===== config.mk =====
export PLATFORM = sky130hd
export DESIGN_NAME = adc_interface
export DESIGN_NICKNAME = d
export VERILOG_FILES = /design/src/rtl/adc_interface_pkg.sv /design/src/rtl/adc_interface.sv
export SDC_FILE = /design/constraint.sdc
export NUM_CORES = 1
export LEC_CHECK = 0
export ABC_AREA = 0
export CORE_ASPECT_RATIO = 1.1
export CORE_MARGIN = 2
export CORE_UTILIZATION = 45
export CTS_BUF_LIST = sky130_fd_sc_hd__clkbuf_16
export DETAILED_ROUTE_END_ITERATION = 6
export HOLD_SLACK_MARGIN = 0.1
export PLACE_DENSITY = 0.68
export SYNTH_ARGS = -nofsm -noshare
export SYNTH_HDL_FRONTEND = slang
export SYNTH_SLANG_ARGS = --single-unit

===== constraint.sdc =====
create_clock -name clk -period 1.8 [get_ports clk]
set_input_delay 0.45 -clock clk [delete_from_list [all_inputs] [get_ports clk]]
set_output_delay 0.45 -clock clk [all_outputs]
set_load 0.01 [all_outputs]

===== src/rtl/adc_interface_pkg.sv =====
// Shared types and timing constants for the LTC2308 serial ADC interface.
//   state_e      : frame phases CONV -> WAIT -> SHIFT -> DONE -> CONV
//   WAIT_CYCLES  : clk cycles that cover the worst-case conversion time
//   NBITS        : conversion width, also the number of SCK pulses per frame
//   CFG_BITS     : width of the configuration word sent on SDI
//   FRAME_CYCLES : total clk cycles per frame
//   cfg_word()   : builds the SDI configuration word for a single-ended channel
package adc_interface_pkg;

  typedef enum logic [1:0] {CONV, WAIT, SHIFT, DONE} state_e;

  localparam int unsigned WAIT_CYCLES  = 3;
  localparam int unsigned NBITS        = 12;
  localparam int unsigned CFG_BITS     = 6;
  localparam int unsigned FRAME_CYCLES = 29;

  // Each bit slot takes one low and one high SCK cycle.
  localparam int unsigned SHIFT_CYCLES = 2 * NBITS;

  // Wide enough to count the longest phase inside a frame.
  localparam int unsigned CNT_W = $clog2(FRAME_CYCLES);

  // Word order on the wire, MSB first: S/D, O/S, S1, S0, UNI, SLP.
  // Single-ended, unipolar, no sleep; channel bits are scrambled by the LTC2308 map.
  function automatic logic [CFG_BITS-1:0] cfg_word(input logic [2:0] ch);
    return {1'b1, ch[0], ch[2], ch[1], 1'b1, 1'b0};
  endfunction

endpackage


===== src/rtl/adc_interface.sv =====
// Free-running LTC2308 conversion sequencer. Every frame it pulses CONVST, waits out
// the conversion, then clocks 12 bits: the next channel's configuration goes out on
// SDI while the previous conversion comes back on SDO.
//   clk        : ADC-domain clock
//   reset_n    : asynchronous active-low reset
//   chan       : single-ended channel to request, sampled at the start of each frame
//   ADC_SDO    : serial data from the ADC, MSB first
//   result     : last completed conversion, updated once per frame
//   ADC_CONVST : conversion start strobe
//   ADC_SCK    : serial clock to the ADC
//   ADC_SDI    : serial configuration data to the ADC
module adc_interface
  import adc_interface_pkg::*;
(
  input  logic             clk,
  input  logic             reset_n,
  input  logic [2:0]       chan,
  input  logic             ADC_SDO,
  output logic [NBITS-1:0] result,
  output logic             ADC_CONVST,
  output logic             ADC_SCK,
  output logic             ADC_SDI
);

  localparam logic [CNT_W-1:0] WaitLast  = CNT_W'(WAIT_CYCLES - 1);
  localparam logic [CNT_W-1:0] ShiftLast = CNT_W'(SHIFT_CYCLES - 1);
  localparam logic [CNT_W-2:0] CfgSlots  = (CNT_W-1)'(CFG_BITS);

  // state_q/cnt_q name the cycle the outputs will show after the next edge; all
  // outputs are registered from them, so reset (CONV, 0) yields a CONVST pulse on
  // the first edge after release.
  state_e           state_q, state_d;
  logic [CNT_W-1:0] cnt_q, cnt_d;

  logic [2:0]          chan_q;
  logic [NBITS-1:0]    shift_q;
  logic [CFG_BITS-1:0] cfg;
  logic [CNT_W-2:0]    slot;
  logic [2:0]          cfg_idx;

  logic convst_d, sck_d, sdi_d;
  logic latch_chan, sample, load;

  assign cfg     = cfg_word(chan_q);
  assign slot    = cnt_q[CNT_W-1:1];
  assign cfg_idx = 3'(CFG_BITS - 1) - slot[2:0];

  // State register.
  always_ff @(posedge clk or negedge reset_n) begin
    if (!reset_n) begin
      state_q <= CONV;
      cnt_q   <= '0;
    end else begin
      state_q <= state_d;
      cnt_q   <= cnt_d;
    end
  end

  // Next-state logic.
  always_comb begin
    state_d = state_q;
    cnt_d   = cnt_q + 1'b1;
    unique case (state_q)
      CONV: begin
        state_d = WAIT;
        cnt_d   = '0;
      end
      WAIT: begin
        if (cnt_q == WaitLast) begin
          state_d = SHIFT;
          cnt_d   = '0;
        end
      end
      SHIFT: begin
        if (cnt_q == ShiftLast) begin
          state_d = DONE;
          cnt_d   = '0;
        end
      end
      DONE: begin
        state_d = CONV;
        cnt_d   = '0;
      end
      default: begin
        state_d = CONV;
        cnt_d   = '0;
      end
    endcase
  end

  // Output decode; these are next values for the registered pins.
  always_comb begin
    convst_d   = 1'b0;
    sck_d      = 1'b0;
    sdi_d      = 1'b0;
    latch_chan = 1'b0;
    sample     = 1'b0;
    load       = 1'b0;
    unique case (state_q)
      CONV: begin
        convst_d   = 1'b1;
        latch_chan = 1'b1;
      end
      WAIT: begin
      end
      SHIFT: begin
        // cnt_q[0] picks the high half of the slot; SDI is the same in both halves.
        sck_d  = cnt_q[0];
        sample = cnt_q[0];
        if (slot < CfgSlots) begin
          sdi_d = cfg[cfg_idx];
        end
      end
      DONE: begin
        load = 1'b1;
      end
      default: begin
      end
    endcase
  end

  // Output pins and datapath.
  always_ff @(posedge clk or negedge reset_n) begin
    if (!reset_n) begin
      ADC_CONVST <= 1'b0;
      ADC_SCK    <= 1'b0;
      ADC_SDI    <= 1'b0;
      chan_q     <= '0;
      shift_q    <= '0;
      result     <= '0;
    end else begin
      ADC_CONVST <= convst_d;
      ADC_SCK    <= sck_d;
      ADC_SDI    <= sdi_d;
      if (latch_chan) begin
        chan_q <= chan;
      end
      // SDO is sampled on the edge that raises SCK; after 12 shifts bit 11 holds the MSB.
      if (sample) begin
        shift_q <= {shift_q[NBITS-2:0], ADC_SDO};
      end
      if (load) begin
        result <= shift_q;
      end
    end
  end

endmodule


# ---- After elaboration in Yosys (flattened, before gate mapping)
# Cells that the tools add are included.
dict set report op_classes {
  n_addsub 2
  n_lt_le_gt_ge 2
  n_eq_ne 7
  mux 13
  n_reduce_logical 3
}
# op count
set ops {}
lappend ops {{$pmux W5 S3} 1}
lappend ops {{$mux W5} 2}
lappend ops {{$pmux W2 S4} 1}
lappend ops {{$mux W1} 6}
lappend ops {{$add A5 B1 Y5 const B} 1}
lappend ops {{$eq A5 B2 Y1 const B} 1}
lappend ops {{$eq A5 B5 Y1 const B} 1}
lappend ops {{$eq A2 B2 Y1 const B} 2}
lappend ops {{$lt A3 B4 Y1 const B} 1}
lappend ops {{$lt A4 B3 Y1 const B} 1}
lappend ops {{$mux W2} 2}
lappend ops {{$ne A2 B2 Y1 const B} 2}
lappend ops {{$bmux W1 S3} 1}
lappend ops {{$sub A3 B3 Y3 const A} 1}
lappend ops {{$eq A2 B1 Y1 const B} 1}
lappend ops {{$logic_not A2 Y1} 1}
lappend ops {{$reduce_and A2 Y1} 1}
lappend ops {{$reduce_or A2 Y1} 1}
dict set report word_totals {
  ff_bits 37
  in_bits 6
  out_inout_bits 15
  wordCells 35
}

# ---- Longest topological paths before layout
# Gate-level depths: netlist (run 1).
dict set report logic_depth {
  ltp_word 5
  depth_mapped 5
  depth_no_buf 5
}

# ---- Least setup slack after synthesis (run 1)
# Ideal clock, no wire load.
dict set report synth_timing {
  path_type {register to register}
  from {register cnt_q[2]}
  to {register state_q[1]}
  setup_ns 0.128
  arrival_time_ns 1.296
  required_time_ns 1.672
  slack_ns 0.377
  stages_incl_launch_ff 6
  path_buffers 0
  synth_period_minus_slack_ns 1.423
  path_cell_list {dfrtp_1 inv_1 ha_1 nand3b_4 a22oi_2 mux2_1}
}
dict set report synth_via {
  elab_chain_len 3
  elab_cells_between_ends 5
  classes_between {eq/ne: 4; reduce/logical: 1}
}
# element line
set synth_rtl {}
lappend synth_rtl {{start: declaration} adc_interface.sv:33} ;# logic [CNT_W-1:0] cnt_q, cnt_d;
lappend synth_rtl {{start signal: assignment} adc_interface.sv:55} ;# cnt_q <= cnt_d;
lappend synth_rtl {{$eq A5 B5 Y1 or $eq A5 B2 Y1 (tied branches)} {adc_interface.sv:75, adc_interface.sv:69}}
lappend synth_rtl {{$ne A2 B2 Y1 (no source line)} -}
lappend synth_rtl {{$reduce_and A2 Y1 (no source line) (*)} -}
lappend synth_rtl {{end signal: assignment} adc_interface.sv:54} ;# state_q <= state_d;
lappend synth_rtl {{end: declaration} adc_interface.sv:32} ;# state_e state_q, state_d;
# Mark *: on every way between the ends. The rest lies on a longest branch, timed or not.
# A chain may end at the register's enable or synchronous reset.

# ---- Worst setup path after layout (run 1)
dict set report layout_timing {
  from {register result[2]}
  to {output port result[2]}
}
# element line
set layout_rtl {}
lappend layout_rtl {{start: declaration} adc_interface.sv:19} ;# output logic [NBITS-1:0] result,
lappend layout_rtl {{start signal: assignment} adc_interface.sv:143} ;# result <= shift_q;
# No word-level cell between the ends.

==> results of run 1 <==
[power groups by stage]
stage               clock network (mW)  logic, mW  registers (mW)
finish                           0.825     0.0972           0.883
global route                     0.899      0.108           0.887
CTS                              0.844     0.0999           0.883
detailed placement                   0     0.0994           0.898
global placement                     0     0.0970           0.896
floorplan                            0     0.0330           0.899
[stage by stage]
step	utilization	setup WS, ns
after CTS	0.596	0.174
after detailed placement	0.554	0.192
after global routing	0.596	0.120
after floorplan	-	0.377
final	0.596	0.189
after global placement	0.554	0.281
[synthesized netlist by cell type]
cell and count:
dfrtp_1 37, nor2b_1 2, buf_2 1, o21ai_0 1, a2bb2oi_1 1, nand3_1 2
mux2_4 9, xor2_1 1, nand2_1 2, inv_1 6, mux2_1 1, a31oi_1 1
nand2_2 1, nor2_1 6, buf_6 1, a21o_1 1, nand3b_1 1, nand4_1 1
xnor2_1 2, mux2_2 18, nand2b_1 1, nand3b_4 1, a22oi_2 2, ha_1 10
[logic make-up after synthesis]
family | count (synthesis) | synth area share
XOR/XNOR | 3 | 0.0163
adder cells (fa/ha/maj) | 10 | 0.0774
buffers and inverters | 8 | 0.0240
AO/OA/AOI/OAI | 6 | 0.0325
AND/OR/NAND/NOR | 17 | 0.0612
multiplexers | 28 | 0.216
flip-flops | 37 | 0.573
[area by class of cell]
type                    count  area, um^2
clock buffers               5         125
repair buffers             22         215
multi-input cells          64         652
flip-flops and latches     37         926
well taps                  48        60.1
clock inverters             3        17.5
inverters                   6        22.5
fillers                   286        1370
[cells in the final DEF (no fill, tap or decap), types with 5 or more instances in the layout]
cell type        netlist  final
clkbuf_16              0      5
clkdlybuf4s50_1        0     20
dfrtp_1               37     37
ha_1                  10     10
inv_1                  6      6
mux2_2                18     18
mux2_4                 9      9
nor2_1                 6      6
[per-layer routing]
layer / up-vias / GRT usage / wire, um
li1: 426 / - / -
met1: 455 / 0.196 / 1120
met2: 16 / 0.229 / 1270
met3: 2 / 0.0583 / 95
met4: 0 / 0.0489 / 19
met5: - / 0 / 0
[registers in the layout (all words and copies together), names as in the netlist]
name	flops
chan_q	3
state_q	2
ADC_SCK	1
ADC_CONVST	1
shift_q	12
ADC_SDI	1
cnt_q	5
result	12
[final timing paths]
path / to / slack (ns) / depth (start not counted)
worst max register to register: shift_q[0] / 0.21 / 4
worst min-delay path: result[11] / 0.50 / 1
worst min register to register: result[11] / 0.50 / 1
max in group asynchronous: result[0] / 0.87 / 2
worst max-delay path: result[2] / 0.19 / 1
min in group asynchronous: ADC_SCK / 0.60 / 2
==> results.toml, run 1 <==
[sta]
rsz0062_at_grt = "no"
slew_violations = 0
finalCriticalPeriod_ns = 1.61
finalSetupViolCount = 0
slew_headroom = 0.691
finClkSkew_ns = 0.00310
holdWs_ns = 0.502
worst_pin_slew_ns = 0.464
max_freq_ghz = 0.621
tns_ns = 0
hold_viol = 0
period_share = 0.895

[worst_setup_path]
critPathSlowestCell = "clkdlybuf4s50_1"
critPathLaunch = "result[2]"
rr_startpoint = "state_q[0]"
cp.required_ns = 1.35
cp_cell_sequence = "clkdlybuf4s50_1"
path_buf_inv = 1
arrival_ns = 1.16
crit_path_end_kind = "output port"
max_stage_delay_ns = 0.54
crit_type = "reg2out"
start_kind = "register"
cpLargestDelayFamily = "buffers and inverters"
crit_fanout = 2

[clock_network]
cts_inserted_buffers = 5
clock_path_buffers = 2
cts_sinks = 37
post-cts-setup-buffer-count = 0
cts.clk_slew.worst_paths_ns = 0.05
cts_tree = "done"
cts_htree_levels = 2
cts_resized = 0
cts_root_buf = "clkbuf_16"
cts-hold-fix-buffers = 0
clock_latency_ns = 0.28

[floorplanning]
dieArea_um2 = 4090
die_h_um = 66.9
ios = 21
row_count = 22
fp.dieW_um = 61.1
fp.coreArea_um2 = 3390
initial_core_util = 0.477

[yosys]
synth_cells = 109
synth_area_per_cell_um2 = 14.8
yosysUniqueCellTypes = 24
synth_nets = 125
yosys.area.top_type = "dfrtp_1"
seq_area_frac_synth = 0.573
ys_warn_count = 0
synth_top_cell_area_share = 0.573
netlist_area_um2 = 1620
synth-seq-cells = 37
synth_area_leaders = "dfrtp_1 (57%), mux2_2 (13%), mux2_4 (8.4%)"

[placement]
dp_cells = 177
dpl_cell_area_um2 = 1880
gp_congestion = 0.696
io_buffers = 20
dp_hpwl_um = 1770

[layout]
final_cells = 185
fin_area_um2 = 2020
diodes = 0
final_nets = 152
syn_to_final_growth_pct = 24.8
drive_gt1_frac = 0.299

[power_and_ir_drop]
p_leak_nw = 0.933
switching_share = 0.207
seqPwrFrac = 0.489
total_power_mw = 1.80
internal_power_mw = 1.43
p_per_area_nw_per_um2 = 894
p_clk_frac = 0.457
p_comb_frac = 0.054
vdd_drop_max_uv = 536
p_sw_mw = 0.373

[global_routing]
grt_pass1_vias = 932
track_usage = 0.151
antenna_found_initial = 0
grt_pass1_wl_um = 4430
gr-total-overflow = 0
grt_max_degree = 38

[routing]
wl_per_cell_um = 13.5
wl_um = 2500
vias_per_cell = 4.86
ant_nets = 0
first_iter_violations = 29
drc_errors = 0
firstDrtPassIters = 4
vias = 899

[hold_path]
hp-start = "result[11]"
hp-class = "reg2reg"

[run]
maxCapViolCount = 0

[outcome]
status = "finished clean"
No activity file was read; power rests on OpenSTA's default activity.
==> run 2: changes to the inputs <==
Settings changed: PLACE_DENSITY 0.68 to 0.67, SLEW_MARGIN set to 30.
==> results.toml, run 2 (synthesis results as in run 1) <==
[worst_setup_path]
critPathLaunch = "result[3]"
cp_cell_sequence = "clkdlybuf4s50_1"
start_kind = "register"
crit_path_end_kind = "output port"
crit_fanout = 2
rr_startpoint = "state_q[0]"
cpLargestDelayFamily = "buffers and inverters"
arrival_ns = 1.17
critPathSlowestCell = "clkdlybuf4s50_1"
cp.required_ns = 1.35
path_buf_inv = 1
max_stage_delay_ns = 0.54
crit_type = "reg2out"

[placement]
io_buffers = 20
gp_congestion = 0.750
dp_cells = 177
dp_hpwl_um = 1690
dpl_cell_area_um2 = 1890

[routing]
vias_per_cell = 4.91
ant_nets = 0
wl_um = 2390
drc_errors = 0
firstDrtPassIters = 2
first_iter_violations = 18
vias = 909
wl_per_cell_um = 12.9

[clock_network]
cts-hold-fix-buffers = 0
post-cts-setup-buffer-count = 0
cts_htree_levels = 2
cts_sinks = 37
clock_latency_ns = 0.28
clock_path_buffers = 2
cts.clk_slew.worst_paths_ns = 0.06
cts_tree = "done"
cts_inserted_buffers = 5
cts_resized = 0
cts_root_buf = "clkbuf_16"

[sta]
finalCriticalPeriod_ns = 1.62
slew_violations = 0
worst_pin_slew_ns = 0.374
rsz0062_at_grt = "no"
hold_viol = 0
period_share = 0.901
slew_headroom = 0.750
tns_ns = 0
max_freq_ghz = 0.616
finClkSkew_ns = 0.00384
finalSetupViolCount = 0

[layout]
final_nets = 152
layout_common_cells = "dfrtp_1 (37), clkdlybuf4s50_1 (20), mux2_2 (18)"
final_common_cell = "dfrtp_1"
reg.largest.list = "result (12), shift_q (12), cnt_q (5)"
syn_to_final_growth_pct = 28.8
fin_area_um2 = 2080
drive_gt1_frac = 0.299
final_cells = 185
diodes = 0

[floorplanning]
dieArea_um2 = 4090
die_h_um = 66.9
initial_core_util = 0.477
ios = 21
fp.dieW_um = 61.1
fp.coreArea_um2 = 3390
row_count = 22

[run]
maxCapViolCount = 0

[power_and_ir_drop]
p_leak_nw = 0.962
p_per_area_nw_per_um2 = 1010
vdd_drop_max_uv = 605

[hold_path]
hp-class = "reg2reg"
hp-start = "result[7]"

[global_routing]
track_usage = 0.146
grt_max_degree = 38
antenna_found_initial = 0
grt_pass1_wl_um = 4330
gr-total-overflow = 0
grt_pass1_vias = 956

[outcome]
status = "finished clean"
==> run 2: cell types whose count changed in the layout (fill, tap and decap cells not counted), sizes merged <==
cell	delta
bufinv	+2
clkinv	-2
clkinvlp	-1
inv	+1
==> run 2: metrics by stage <==
step	utilization	power (mW)	setup WS [ns]	hold WS [ns]
finish	0.615	2.11	0.178	0.504
global route	0.615	2.18	0.103	0.521
CTS	0.615	2.14	0.163	0.508
detailed placement	0.558	1.00	0.204	0.495
global placement	0.558	0.997	0.276	0.490
floorplan	-	0.932	0.377	0.154
==> run 2: worst paths after layout <==
kind	to	slack (ns)	cells past startpoint
setup / recovery	result[3]	0.18	1
hold / removal	result[7]	0.50	1
setup reg to reg	shift_q[1]	0.19	4
hold reg to reg	result[7]	0.50	1
max in group asynchronous	state_q[1]	1.08	2
min in group asynchronous	result[7]	0.54	2
==> run 2: final cells by class <==
cell class | count | area [um^2]
inverter | 6 | 22.5
timing repair buffer | 22 | 228
tap | 48 | 60.1
clock buffer | 5 | 125
sequential | 37 | 926
fill | 295 | 1300
multi-input combinational | 64 | 652
clock inverter | 3 | 68.8
==> run 2: where the power goes <==
group | switching (mW) | total (mW) | internal [mW]
Clock | 0.333 | 1.13 | 0.798
Combinational | 0.0354 | 0.100 | 0.0646
Sequential | 0.0190 | 0.882 | 0.863
Total | 0.387 | 2.11 | 1.73
==> run 2: routing by layer <==
metal  wire length (um)  share of wire  global-route usage  vias up
li1                   -              -                   -      423
met1                958           0.40               0.159      458
met2               1260           0.53               0.254       21
met3                119          0.050              0.0427        7
met4                 52          0.022              0.0652        0
met5                  0              0                   0        -
==> run 3: changes to the inputs <==
Settings changed: CAP_MARGIN set to 20, CORE_MARGIN 2 to 10, RECOVER_POWER set to 50.
==> results.toml, run 3 (synthesis results as in run 1) <==
[power_and_ir_drop]
p_leak_nw = 0.936
vdd_drop_max_uv = 494
p_per_area_nw_per_um2 = 957
total_power_mw = 1.95

[clock_network]
clock_latency_ns = 0.28
cts_sinks = 37
clock_path_buffers = 2
cts_resized = 0
cts.clk_slew.worst_paths_ns = 0.06
cts_inserted_buffers = 5
cts_tree = "done"
post-cts-setup-buffer-count = 0
cts-hold-fix-buffers = 0
cts_root_buf = "clkbuf_16"
cts_htree_levels = 2

[worst_setup_path]
crit_fanout = 2
crit_type = "reg2out"
reg2reg_slack_ns = 0.20
path_buf_inv = 1
arrival_ns = 1.17
start_kind = "register"
rr_startpoint = "state_q[0]"
max_stage_delay_ns = 0.54
critPathSlowestCell = "clkdlybuf4s50_1"
cp.required_ns = 1.35
cp_cell_sequence = "clkdlybuf4s50_1"
crit_path_end_kind = "output port"
critPathLaunch = "result[5]"
cpLargestDelayFamily = "buffers and inverters"

[sta]
max_freq_ghz = 0.619
worst_pin_slew_ns = 0.879
finalSetupViolCount = 0
tns_ns = 0
slew_violations = 0
finClkSkew_ns = 0.00375
hold_viol = 0
slew_headroom = 0.414
period_share = 0.898
finalCriticalPeriod_ns = 1.62
rsz0062_at_grt = "no"
fin_ws_ns = 0.183

[run]
maxCapViolCount = 0

[routing]
wl_um = 2580
first_iter_violations = 38
vias = 916
vias_per_cell = 4.95
wl_per_cell_um = 14.0
firstDrtPassIters = 3
drc_errors = 0
ant_nets = 0

[layout]
reg.largest.list = "result (12), shift_q (12), cnt_q (5)"
diodes = 0
n_fill_cell = 279
final_nets = 152
layout_common_cells = "dfrtp_1 (37), clkdlybuf4s50_1 (19), mux2_2 (18)"
drive_gt1_frac = 0.285
final_common_cell = "dfrtp_1"
post-route-util = 0.601
syn_to_final_growth_pct = 25.9

[global_routing]
antenna_found_initial = 0
grt_max_degree = 38
gr-total-overflow = 0
grt_pass1_wl_um = 4660
grt_pass1_vias = 948
track_usage = 0.0896

[floorplanning]
ios = 21
dieArea_um2 = 6390
fp.dieW_um = 77.1
fp.coreArea_um2 = 3390
initial_core_util = 0.477
row_count = 22
die_h_um = 82.9

[hold_path]
hp-start = "result[1]"
hp-class = "reg2reg"

[placement]
io_buffers = 20
gp_congestion = 0.771
dp_hpwl_um = 1870
dp_slack_ns = 0.208

[outcome]
status = "finished clean"
## run 3: final timing paths
check / cells past startpoint / end
min in group asynchronous: 2 / result[7]
max: 1 / result[5]
min reg2reg: 1 / result[1]
max in group asynchronous: 2 / cnt_q[4]
max reg2reg: 4 / shift_q[1]
min: 1 / result[1]
## run 3: final cells by class
| cell class | instances | area (um^2) | share of cell area |
|---|---|---|---|
| Sequential cell | 37 | 926 | 0.455 |
| Clock inverter | 3 | 41.3 | 0.0203 |
| Inverter | 6 | 22.5 | 0.0111 |
| Multi-Input combinational cell | 64 | 652 | 0.320 |
| Tap cell | 48 | 60.1 | 0.0295 |
| Timing Repair Buffer | 22 | 209 | 0.103 |
| Clock buffer | 5 | 125 | 0.0615 |
## run 3: layer usage
metal  global-route usage  wire, um  vias to the layer above
met4               0.0446        51                        0
met5                    0         0                        -
met1                0.100      1090                      464
met2                0.138      1280                       20
met3               0.0442       162                        7
li1                     -         -                      425
## run 3: power by group
group	total, mW	internal, mW	switching, mW
Clock	0.971	0.648	0.323
Sequential	0.882	0.863	0.0190
Combinational	0.0961	0.0603	0.0358
Total	1.95	1.57	0.378
## run 3: stage by stage
| stage | hold WS, ns | cells | area, um^2 |
|---|---|---|---|
| floorplan | 0.154 | 109 | 1620 |
| global placement | 0.490 | 177 | 1890 |
| detailed placement | 0.492 | 177 | 1890 |
| CTS | 0.507 | 185 | 2050 |
| global route | 0.528 | 185 | 2040 |
| finish | 0.502 | 185 | 2040 |
